$ cat src/rtl/hms_pkg.sv
// rtl/hms_pkg.sv - shared state type, BCD limits and digit helpers for hms_clock
package hms_pkg;

   typedef enum logic {RUN, CHECK} hms_state_t;

   localparam logic [3:0] DIGIT_MAX   = 4'd9;
   localparam logic [3:0] TENS_MAX_MS = 4'd5;
   localparam logic [7:0] HH_MAX      = 8'h23;
   localparam logic [7:0] MS_MAX      = 8'h59;

   function automatic logic bcd_valid(input logic [7:0] v, input logic [7:0] max);
      return (v[7:4] <= DIGIT_MAX) && (v[3:0] <= DIGIT_MAX) && (v <= max);
   endfunction

   // Next value of a 00-59 BCD pair; nibbles never carry in binary.
   function automatic logic [7:0] bcd_inc60(input logic [7:0] v);
      logic [7:0] r;
      r = v;
      if (v[3:0] >= DIGIT_MAX) begin
         r[3:0] = 4'd0;
         r[7:4] = (v[7:4] >= TENS_MAX_MS) ? 4'd0 : v[7:4] + 4'd1;
      end else begin
         r[3:0] = v[3:0] + 4'd1;
      end
      return r;
   endfunction

endpackage

$ cat src/rtl/hms_clock_bcd_mod60.sv
// rtl/hms_clock_bcd_mod60.sv - two-digit BCD 00-59 counter with load and at-59 flag
module bcd_mod60
   import hms_pkg::*;
#(
   parameter logic [7:0] RESET_VAL = 8'h00
) (
   input  logic       clk,
   input  logic       reset,
   input  logic       en,
   input  logic       load,
   input  logic [7:0] load_val,
   output logic [7:0] q,
   output logic       max
);

   assign max = (q == MS_MAX);

   always_ff @(posedge clk) begin
      if (!reset) begin
         q <= RESET_VAL;
      end else if (load) begin
         q <= load_val;
      end else if (en) begin
         q <= bcd_inc60(q);
      end
   end

endmodule

$ cat src/rtl/hms_clock.sv
// rtl/hms_clock.sv - 24 h BCD wall clock with checked set port; alarm under HMS_CLOCK_ALARM_EN
module hms_clock
   import hms_pkg::*;
#(
   parameter logic [7:0] RESET_HH = 8'h00,
   parameter logic [7:0] RESET_MM = 8'h00,
   parameter logic [7:0] RESET_SS = 8'h00
) (
   input  logic       clk,
   input  logic       reset,
   input  logic       tick_1s,
   input  logic       hold,
   input  logic       set_valid,
   output logic       set_ready,
   input  logic [7:0] set_hh,
   input  logic [7:0] set_mm,
   input  logic [7:0] set_ss,
   output logic       set_err,
   output logic [7:0] hh,
   output logic [7:0] mm,
   output logic [7:0] ss,
   output logic       carry_day
`ifdef HMS_CLOCK_ALARM_EN
   ,
   input  logic [7:0] alarm_hh,
   input  logic [7:0] alarm_mm,
   input  logic       alarm_en,
   output logic       alarm_pulse
`endif
);

   hms_state_t state, state_next;
   logic       tick_prev;
   logic       tick_edge;
   logic       inc;
   logic       ss_max, mm_max;
   logic       set_ok;
   logic       load_time;
   logic [7:0] sh_hh, sh_mm, sh_ss;
   logic [7:0] hh_inc;

   assign tick_edge = tick_1s & ~tick_prev;
   assign inc       = tick_edge & ~hold & (state == RUN);
   assign set_ok    = bcd_valid(sh_hh, HH_MAX) && bcd_valid(sh_mm, MS_MAX) &&
                      bcd_valid(sh_ss, MS_MAX);
   assign load_time = (state == CHECK) && set_ok;

   always_comb begin
      state_next = state;
      set_ready  = 1'b0;
      case (state)
         RUN: begin
            set_ready = 1'b1;
            if (set_valid) state_next = CHECK;
         end
         CHECK: state_next = RUN;
         default: state_next = RUN;
      endcase
   end

   // Hours: ones roll at 9, except 23 which wraps straight to 00.
   always_comb begin
      hh_inc = hh;
      if (hh == HH_MAX) begin
         hh_inc = 8'h00;
      end else if (hh[3:0] >= DIGIT_MAX) begin
         hh_inc = {hh[7:4] + 4'd1, 4'd0};
      end else begin
         hh_inc[3:0] = hh[3:0] + 4'd1;
      end
   end

   always_ff @(posedge clk) begin
      if (!reset) begin
         state     <= RUN;
         tick_prev <= 1'b1;
         set_err   <= 1'b0;
         carry_day <= 1'b0;
         hh        <= RESET_HH;
         sh_hh     <= 8'h00;
         sh_mm     <= 8'h00;
         sh_ss     <= 8'h00;
      end else begin
         state     <= state_next;
         tick_prev <= tick_1s;
         set_err   <= (state == CHECK) && !set_ok;
         carry_day <= inc && ss_max && mm_max && (hh == HH_MAX);
         if (state == RUN && set_valid) begin
            sh_hh <= set_hh;
            sh_mm <= set_mm;
            sh_ss <= set_ss;
         end
         if (load_time) begin
            hh <= sh_hh;
         end else if (inc && ss_max && mm_max) begin
            hh <= hh_inc;
         end
      end
   end

   bcd_mod60 #(.RESET_VAL(RESET_SS)) u_ss (
      .clk      (clk),
      .reset    (reset),
      .en       (inc),
      .load     (load_time),
      .load_val (sh_ss),
      .q        (ss),
      .max      (ss_max)
   );

   bcd_mod60 #(.RESET_VAL(RESET_MM)) u_mm (
      .clk      (clk),
      .reset    (reset),
      .en       (inc & ss_max),
      .load     (load_time),
      .load_val (sh_mm),
      .q        (mm),
      .max      (mm_max)
   );

`ifdef HMS_CLOCK_ALARM_EN
   // Only a counted advance into hh:mm:00 fires; a set load never does.
   always_ff @(posedge clk) begin
      if (!reset) begin
         alarm_pulse <= 1'b0;
      end else begin
         alarm_pulse <= alarm_en && inc && ss_max &&
                        (bcd_inc60(mm) == alarm_mm) &&
                        ((mm_max ? hh_inc : hh) == alarm_hh);
      end
   end
`endif

endmodule

$ cat config.mk
export PLATFORM = sky130hd
export DESIGN_NAME = hms_clock
export DESIGN_NICKNAME = d
export VERILOG_FILES = /design/src/rtl/hms_pkg.sv /design/src/rtl/hms_clock_bcd_mod60.sv /design/src/rtl/hms_clock.sv
export SDC_FILE = /design/constraint.sdc
export NUM_CORES = 1
export LEC_CHECK = 0
export ABC_AREA = 1
export BUFFER_PORTS_ARGS = -buffer_cell sky130_fd_sc_hd__buf_2
export CAP_MARGIN = 5
export CELL_PAD_IN_SITES_DETAIL_PLACEMENT = 1
export CELL_PAD_IN_SITES_GLOBAL_PLACEMENT = 1
export CORE_MARGIN = 2
export CORE_UTILIZATION = 42
export DETAILED_ROUTE_END_ITERATION = 8
export PLACE_DENSITY_LB_ADDON = 0.1
export SLEW_MARGIN = 0
export SYNTH_ARGS = -nofsm -noshare
export SYNTH_HDL_FRONTEND = slang
export SYNTH_HIERARCHICAL = 1
export SYNTH_SLANG_ARGS = --single-unit
$ cat constraint.sdc
create_clock -name clk -period 3.9 [get_ports clk]
set_input_delay 0.78 -clock clk [delete_from_list [all_inputs] [get_ports clk]]
set_output_delay 0.78 -clock clk [all_outputs]
set_load 0.01 [all_outputs]
==> flow_summary.json, run 1 <==
{
  "critPathTopFamily": "simple AND/OR/NAND/NOR gates",
  "final_antenna_net_count": 0,
  "cts_tree": "done",
  "cts.sinks": 52,
  "critPathRequiredTime_ns": 4.14,
  "fin_setup_tns_ns": 0,
  "dp.final_hpwl_mm": 5.50,
  "netlist_instances": 404,
  "final_cell_mix": "nand2_1 (77), nor2_1 (75), buf_2 (55)",
  "setup_slack_ns": 1.89,
  "clk-insertion-delay-late_ns": 0.30,
  "cp_cell_sequence": "o21ai_1, nand2_1, nor2_4, nand3_2, clkinv_4, inv_2, nand3_4, nand2_4, nand2_1, nand2_1, nor2_1",
  "cts_hold_buffers": 0,
  "cts_buffers": 5,
  "vdd_ir_drop_max_mv": 0.142,
  "place_ws_ns": 1.75,
  "clock_path_buffers": 2,
  "regArea_um2": 1040,
  "setup_viol": 0,
  "fmax_ghz": 0.498,
  "clkPwrFrac_pct": 34.4,
  "synth_cell_types": 33,
  "worstPathMaxFanout": 25,
  "grt_util_met2_pct": 35.0,
  "antenna_found_initial": 0,
  "grt_use_met1_pct": 27.1,
  "fin_cells": 538,
  "grt_use_total_pct": 20.4,
  "netlist_area_um2": 2890,
  "diodes": 0,
  "h-tree-depth": 2,
  "drive_gt1_share_pct": 21.0,
  "syn_nets": 450,
  "cap_violations": 0,
  "dieHeight_um": 86.9,
  "status": "finished clean",
  "yosysWarnings": 6,
  "grt_max_degree": 42,
  "area_growth_pct": 14.7,
  "grt_pass1_wl_mm": 12.3,
  "die_area_um2": 7550,
  "finalClockSkew_ns": 0.00456,
  "sw_frac_of_total_pct": 26.0,
  "coreArea_um2": 6720,
  "critPathMostFrequentCell": "nand2_1",
  "ios": 56,
  "post-route-period-util_pct": 51.5,
  "fp.dieW_um": 86.9,
  "intPower_mw": 0.794,
  "slew_violations": 0,
  "io_buffers": 55,
  "path_class": "register to register",
  "vias": 2703,
  "place_inst": 530,
  "syn_area_per_cell_um2": 7.14,
  "drt_pass1_iterations": 4,
  "holdCritPathClass": "register to register",
  "nets": 503,
  "final_util_pct": 49.2,
  "cpPeakStageDelay_ns": 0.34,
  "final_common_cell": "nand2_1",
  "drt_iter0_markers": 50,
  "synth-seq-cells": 52,
  "grt.overflow.total": 0,
  "p_per_area_nw_per_um2": 324,
  "cts_setup_buffers": 0,
  "drcViolationCount": 0,
  "clk_pin_slew_ns": 0.09,
  "finalHoldViolCount": 0,
  "rsz0062_at_grt": "no",
  "critPathCaptureType": "register",
  "start_util_pct": 42.9,
  "layout_min_cycle_time_ns": 2.01,
  "power_frac_comb_pct": 12.0,
  "gr-usage-met3_pct": 3.13,
  "p_switching_mw": 0.279,
  "gp_congestion": 0.817,
  "cp.arrival_ns": 2.25,
  "busiest_layer": "met2",
  "viasPerCell": 5.02,
  "rows": 30,
  "wl_per_cell_um": 13.8,
  "placed_cell_area_um2": 3200,
  "worstSetupStartpointType": "register",
  "worstMarginPinSlew_ns": 0.684,
  "path_buf_inv": 2,
  "multi_input_area_um2": 1580,
  "clockRootBuffer": "clkbuf_8",
  "design_area_um2": 3310,
  "fill_cells": 911,
  "post_cts_resized": 0,
  "ys_seq_area_share_pct": 36.1,
  "power_frac_seq_pct": 53.7,
  "max_slew_margin_pct": 54.4,
  "grt_pass1_vias": 2659,
  "cp_slowest_cell": "dfxtp_1",
  "wl_mm": 7.42,
  "leakage_nw": 1.74
}
## logic make-up after synthesis
kind of cell             synth area share [%]
AO/OA/AOI/OAI                            11.1
buffers and inverters                    9.02
AND/OR/NAND/NOR                          33.4
XOR/XNOR                                 3.04
adder cells (fa/ha/maj)                  7.37
flip-flops                               36.1
## through the flow
step	power, mW	hold slack, ns
floorplan	0.673	0.429
global placement	0.712	0.448
detailed placement	0.717	0.458
CTS	1.09	0.471
global route	1.13	0.494
finish	1.07	0.468
## area by class of cell
type                            count  area share [%]
Sequential cell                    52            31.5
Clock inverter                      2            1.06
Timing Repair Buffer               56            8.55
Multi-Input combinational cell    292            47.9
Tap cell                           80            3.03
Clock buffer                        6            2.19
Inverter                           50            5.82
## cells in the mapped netlist (all sizes together)
master / number / area [um^2]
or2: 1 / 6.26
dfxtp: 52 / 1040
nand2: 88 / 373
o21ai: 34 / 170
nor2: 82 / 340
nand3: 27 / 188
inv: 48 / 180
clkinv: 2 / 12.5
ha: 17 / 213
and3: 2 / 12.5
xnor2: 5 / 43.8
buf: 3 / 21.3
xor2: 5 / 43.8
o21bai: 1 / 7.51
nor3: 1 / 5.00
a21oi: 15 / 75.1
nand4: 4 / 31.3
a22oi: 8 / 60.1
a211oi: 1 / 7.51
nand3b: 1 / 7.51
clkbuf: 7 / 46.3
## power by group through the flow
stage          registers [mW]  logic (mW)  clock network, mW
4_1_cts                 0.576       0.130              0.381
2_1_floorplan           0.584      0.0894                  0
5_1_grt                 0.580       0.149              0.401
6_report                0.576       0.128              0.369
3_3_place_gp            0.587       0.125                  0
3_5_place_dp            0.588       0.129                  0
## worst paths after layout
check | from | endpoint | slack [ns] | cells past startpoint
hold reg to reg | sh_hh[7]$_SDFFE_PN0P_ | sh_hh[7]$_SDFFE_PN0P_ | 0.47 | 2
setup / recovery | sh_ss[1]$_SDFFE_PN0P_ | u_mm/q[5]$_SDFFE_PN0P_ | 1.89 | 11
hold / removal | sh_hh[7]$_SDFFE_PN0P_ | sh_hh[7]$_SDFFE_PN0P_ | 0.47 | 2
setup reg to reg | sh_ss[1]$_SDFFE_PN0P_ | u_mm/q[5]$_SDFFE_PN0P_ | 1.89 | 11
## routing by layer
metal	wire length (um)	share of wire [%]	vias up
li1	-	-	1376
met1	3580	48	1274
met2	3540	48	47
met3	240	3.2	6
met4	65	0.88	0
met5	0	0	-
## sequential cells by signal, summed over array words and instances, names as in the netlist, 8 cells and up
register  count
sh_hh         8
sh_mm         8
hh            8
u_mm/q        8
sh_ss         8
u_ss/q        8
## worst min-delay path, cell delays in order, from the launching register on
cell,delay (ns)
dfxtp_1,0.31
inv_1,0.06
a21oi_1,0.06
No activity file was read; power rests on OpenSTA's default activity.
==> inputs of run 2 (changes only) <==
ABC_AREA = 0   (was 1)
CORE_UTILIZATION = 40   (was 42)
clock period = 2.1 ns   (was 3.9 ns; I/O delays follow)
==> run 2 against run 1 <==
Net effect: global-route usage decreased by 0.29 points; clock power increased by 65%; clock-buffer cell count unchanged; die area increased by 0.12%; worst setup slack got worse by 1.8 ns; sequential cell count unchanged; sequential power increased by 89%; critical path type unchanged; area after synthesis decreased by 4.6%.
==> flow_summary.json, run 2 <==
{
  "finalClockSkew_ns": 0.00847,
  "rsz0062_at_grt": "no",
  "wl_mm": 7.28,
  "cts_hold_buffers": 0,
  "finalHoldViolCount": 0,
  "synth-edff-count": 0,
  "clock_path_buffers": 2,
  "r2r_cells": 8,
  "start_util_pct": 40.9,
  "place_ws_ns": 0.0744,
  "synth_top_cell_by_area": "dfxtp_1",
  "grt_use_total_pct": 20.1,
  "dieHeight_um": 86.9,
  "synth_top_area_share_pct": 37.8,
  "worstMarginPinSlew_ns": 0.811,
  "syn_area_per_cell_um2": 8.44,
  "cp.arrival_ns": 2.24,
  "h-tree-depth": 2,
  "coreArea_um2": 6720,
  "netlist_area_um2": 2750,
  "viasPerCell": 5.25,
  "drive_gt1_share_pct": 24.8,
  "netlist_instances": 326,
  "critPathCaptureType": "register",
  "layout_min_cycle_time_ns": 2.03,
  "holdCritPathClass": "input pin to register",
  "ios": 56,
  "synth_commonest_cells": "nand2_1 (61), dfxtp_1 (52), a21oi_1 (35)",
  "worstPathMaxFanout": 10,
  "leakage_nw": 1.42,
  "syn_nets": 372,
  "synth-seq-cells": 52,
  "grt.overflow.total": 0,
  "fmax_ghz": 0.492,
  "wl_per_cell_um": 15.6,
  "io_buffers": 55,
  "final_antenna_net_count": 0,
  "fp.dieW_um": 86.9,
  "min_path_cells": 2,
  "drcViolationCount": 0,
  "setup_viol": 0,
  "cts_tree": "done",
  "nets": 432,
  "yosysWarnings": 6,
  "diodes": 0,
  "antenna_found_initial": 0,
  "die_area_um2": 7560,
  "vdd_ir_drop_max_mv": 0.324,
  "fill_cells": 848,
  "clk_pin_slew_ns": 0.10,
  "grt_pass1_wl_mm": 12.0,
  "drt_pass1_iterations": 4,
  "ys_seq_area_share_pct": 37.8,
  "setup_slack_ns": 0.0658,
  "synthFlopType": "dfxtp_1",
  "area_growth_pct": 17.3,
  "fin_setup_tns_ns": 0,
  "critPathRequiredTime_ns": 2.31,
  "synth_cell_types": 54,
  "slew_violations": 0,
  "vias": 2453,
  "final_common_cell": "nand2_1",
  "cts_buffers": 5,
  "post-route-period-util_pct": 96.9,
  "yosysMostFrequentCell": "nand2_1",
  "grt_max_degree": 33,
  "clk-insertion-delay-late_ns": 0.31,
  "dp.final_hpwl_mm": 5.52,
  "max_slew_margin_pct": 46.0,
  "cap_violations": 0,
  "rows": 30,
  "synth_area_leaders": "dfxtp_1 (38%), nand2_1 (8.3%), ha_1 (7.7%), a21oi_1 (6.4%), o21ai_0 (3.1%)",
  "synthArstFlopShare_pct": 0,
  "worstSetupStartpointType": "register",
  "status": "finished clean",
  "final_cell_mix": "nand2_1 (61), buf_2 (55), dfxtp_1 (51)",
  "drt_iter0_markers": 99,
  "grt_pass1_vias": 2399,
  "clockRootBuffer": "clkbuf_8",
  "gp_congestion": 0.831,
  "p_per_area_nw_per_um2": 628,
  "cts.sinks": 52,
  "path_class": "register to register"
}
run 2: layout make-up:
type                       count  area, um^2  share of cell area, %
tap                           80         100                   3.10
clock inverter                 2        15.0                  0.465
timing repair buffer          69         380                   11.8
sequential                    52        1040                   32.3
inverter                      18        67.6                   2.09
clock buffer                   6        82.6                   2.56
multi-input combinational    240        1540                   47.7
run 2: repair_timing:
item                                   4_1_cts  5_1_grt
setup buffers                                0        0
setup endpoints to repair                    0        1
endpoints found under the hold margin        0        0
gates resized for setup                      0        1
run 2: kinds of logic after synthesis:
family | Yosys count | share of synthesized area [%]
fa+ha+maj | 17 | 7.73
simple gates | 124 | 23.8
mux | 8 | 2.91
xor+xnor | 2 | 0.637
compound gates | 89 | 20.8
buf+inv | 34 | 6.23
flops | 52 | 37.8
run 2: worst max-delay path: stages, from the launching register on:
cell	delay [ns]
dfxtp_1	0.34
nor4_1	0.43
and4_1	0.31
nand3_2	0.09
clkinv_1	0.18
buf_4	0.17
nor2_1	0.04
a22o_1	0.18
o211a_1	0.19
run 2: path summary, 6_finish.rpt:
| kind | from | endpoint | slack [ns] |
|---|---|---|---|
| max | sh_ss[7]$_SDFFE_PN0P_ | u_ss/q[6]$_SDFFE_PN0P_ | 0.07 |
| min | tick_1s | tick_prev$_SDFF_PN1_ | 0.31 |
| max reg2reg | sh_ss[7]$_SDFFE_PN0P_ | u_ss/q[6]$_SDFFE_PN0P_ | 0.07 |
| min reg2reg | sh_mm[4]$_SDFFE_PN0P_ | sh_mm[4]$_SDFFE_PN0P_ | 0.46 |
run 2: power by group:
group	internal [mW]	switching [mW]
logic	0.138	0.191
registers	1.04	0.0513
clock network	0.267	0.341
run 2: metrics by stage:
step	power (mW)	cells	area [um^2]	utilization, %	hold slack, ns
5_1_grt	2.13	467	3230	48.0	0.323
2_1_floorplan	1.31	326	2750	-	0.433
3_5_place_dp	1.44	459	3130	46.6	0.446
6_report	2.03	467	3230	48.0	0.313
3_3_place_gp	1.44	459	3130	46.6	0.440
4_1_cts	2.06	467	3230	48.0	0.304
run 2: routing by layer:
metal	part of all wire [%]	up-vias	global-route usage, %
li1	-	1256	-
met1	49	1147	27.3
met2	46	44	33.6
met3	3.7	6	2.84
met4	1.1	0	5.11
met5	0	-	0
==> inputs of run 3 (changes only) <==
SKIP_CTS_REPAIR_TIMING = 1   (was unset)
clock period = 2 ns   (was 2.1 ns; I/O delays follow)
==> run 3 against run 2 <==
Net effect: final area rose by 2.7%; via count rose by 4.3%; core utilization rose by 1.3 points.
==> flow_summary.json, run 3 (synthesized netlist as in run 2, its figures left out) <==
{
  "dp.final_hpwl_mm": 5.62,
  "worstSetupStartpointType": "register",
  "clockRootBuffer": "clkbuf_8",
  "vdd_ir_drop_max_mv": 0.275,
  "gp_congestion": 0.804,
  "cts.sinks": 52,
  "power.total_mw": 2.22,
  "clk_pin_slew_ns": 0.09,
  "final_cell_mix": "nand2_1 (61), buf_2 (55), dfxtp_1 (51)",
  "p_per_area_nw_per_um2": 671,
  "clk-insertion-delay-late_ns": 0.31,
  "viasPerCell": 5.41,
  "clock_path_buffers": 2,
  "drt_pass1_iterations": 4,
  "finalClockSkew_ns": 0.00948,
  "cap_violations": 0,
  "diodes": 0,
  "grt_max_degree": 30,
  "ios": 56,
  "fin_setup_tns_ns": 0,
  "fin_hold_ws_ns": 0.295,
  "leakage_nw": 1.47,
  "die_area_um2": 7560,
  "layout_min_cycle_time_ns": 1.89,
  "rows": 30,
  "holdCritPathClass": "input pin to register",
  "dieHeight_um": 86.9,
  "grt.overflow.total": 0,
  "r2r_cells": 7,
  "nets": 438,
  "max_slew_margin_pct": 43.2,
  "fmax_ghz": 0.528,
  "area_growth_pct": 20.4,
  "rsz0062_at_grt": "no",
  "critPathRequiredTime_ns": 2.20,
  "grt_pass1_vias": 2457,
  "setup_viol": 0,
  "cts_tree": "done",
  "finalHoldViolCount": 0,
  "drt_iter0_markers": 113,
  "grt_use_total_pct": 20.2,
  "start_util_pct": 40.9,
  "grt_pass1_wl_mm": 12.0,
  "io_buffers": 55,
  "h-tree-depth": 2,
  "cts_buffers": 5,
  "cp.arrival_ns": 2.09,
  "worstMarginPinSlew_ns": 0.852,
  "post-route-period-util_pct": 94.6,
  "wl_mm": 7.49,
  "path_class": "register to register",
  "drcViolationCount": 0,
  "fin_cells": 473,
  "final_util_pct": 49.3,
  "critPathCaptureType": "register",
  "slew_violations": 0,
  "final_antenna_net_count": 0,
  "status": "finished clean",
  "coreArea_um2": 6720,
  "wl_per_cell_um": 15.8,
  "vias": 2559,
  "worstPathMaxFanout": 9,
  "drive_gt1_share_pct": 27.0,
  "place_inst": 462,
  "min_path_cells": 2,
  "antenna_found_initial": 0,
  "final_common_cell": "nand2_1",
  "fp.dieW_um": 86.9
}
[run 3: metrics by stage]
step           setup WS [ns]  instance area [um^2]
2_1_floorplan          0.187                  2750
3_3_place_gp         0.00733                  3150
3_5_place_dp        -0.00510                  3150
4_1_cts              -0.0486                  3260
5_1_grt               0.0118                  3310
6_report               0.108                  3310
[run 3: critical path: stages (launching register included)]
cell	delay, ns
dfxtp_1	0.40
inv_1	0.10
ha_1	0.20
and3_2	0.24
and2_2	0.24
o211a_4	0.19
a211o_1	0.29
o211a_1	0.12
[run 3: power breakdown]
group / switching (mW) / total, mW / internal (mW)
clock network: 0.350 / 0.722 / 0.372
registers: 0.0513 / 1.14 / 1.09
logic: 0.207 / 0.361 / 0.154
total: 0.608 / 2.22 / 1.62
[run 3: area by class of cell]
class / instances / area [um^2]
Multi-Input combinational cell: 240 / 1570
Clock inverter: 2 / 35.0
Clock buffer: 6 / 72.6
Fill cell: 831 / 3410
Timing Repair Buffer: 75 / 425
Sequential cell: 52 / 1040
Inverter: 18 / 71.3
Tap cell: 80 / 100
[run 3: path summary, 6_finish.rpt]
kind	endpoint	startpoint	slack (ns)
hold reg to reg	sh_mm[4]$_SDFFE_PN0P_	sh_mm[4]$_SDFFE_PN0P_	0.46
hold / removal	tick_prev$_SDFF_PN1_	tick_1s	0.30
setup / recovery	u_mm/q[6]$_SDFFE_PN0P_	u_ss/q[1]$_SDFFE_PN0P_	0.11
setup reg to reg	u_mm/q[6]$_SDFFE_PN0P_	u_ss/q[1]$_SDFFE_PN0P_	0.11
[run 3: layer usage]
metal / vias up / track usage (%) / routed length, um
met5: - / 0 / 0
met1: 1238 / 27.7 / 3600
met4: 0 / 4.83 / 65
met3: 5 / 2.84 / 210
met2: 49 / 33.6 / 3610
li1: 1267 / - / -
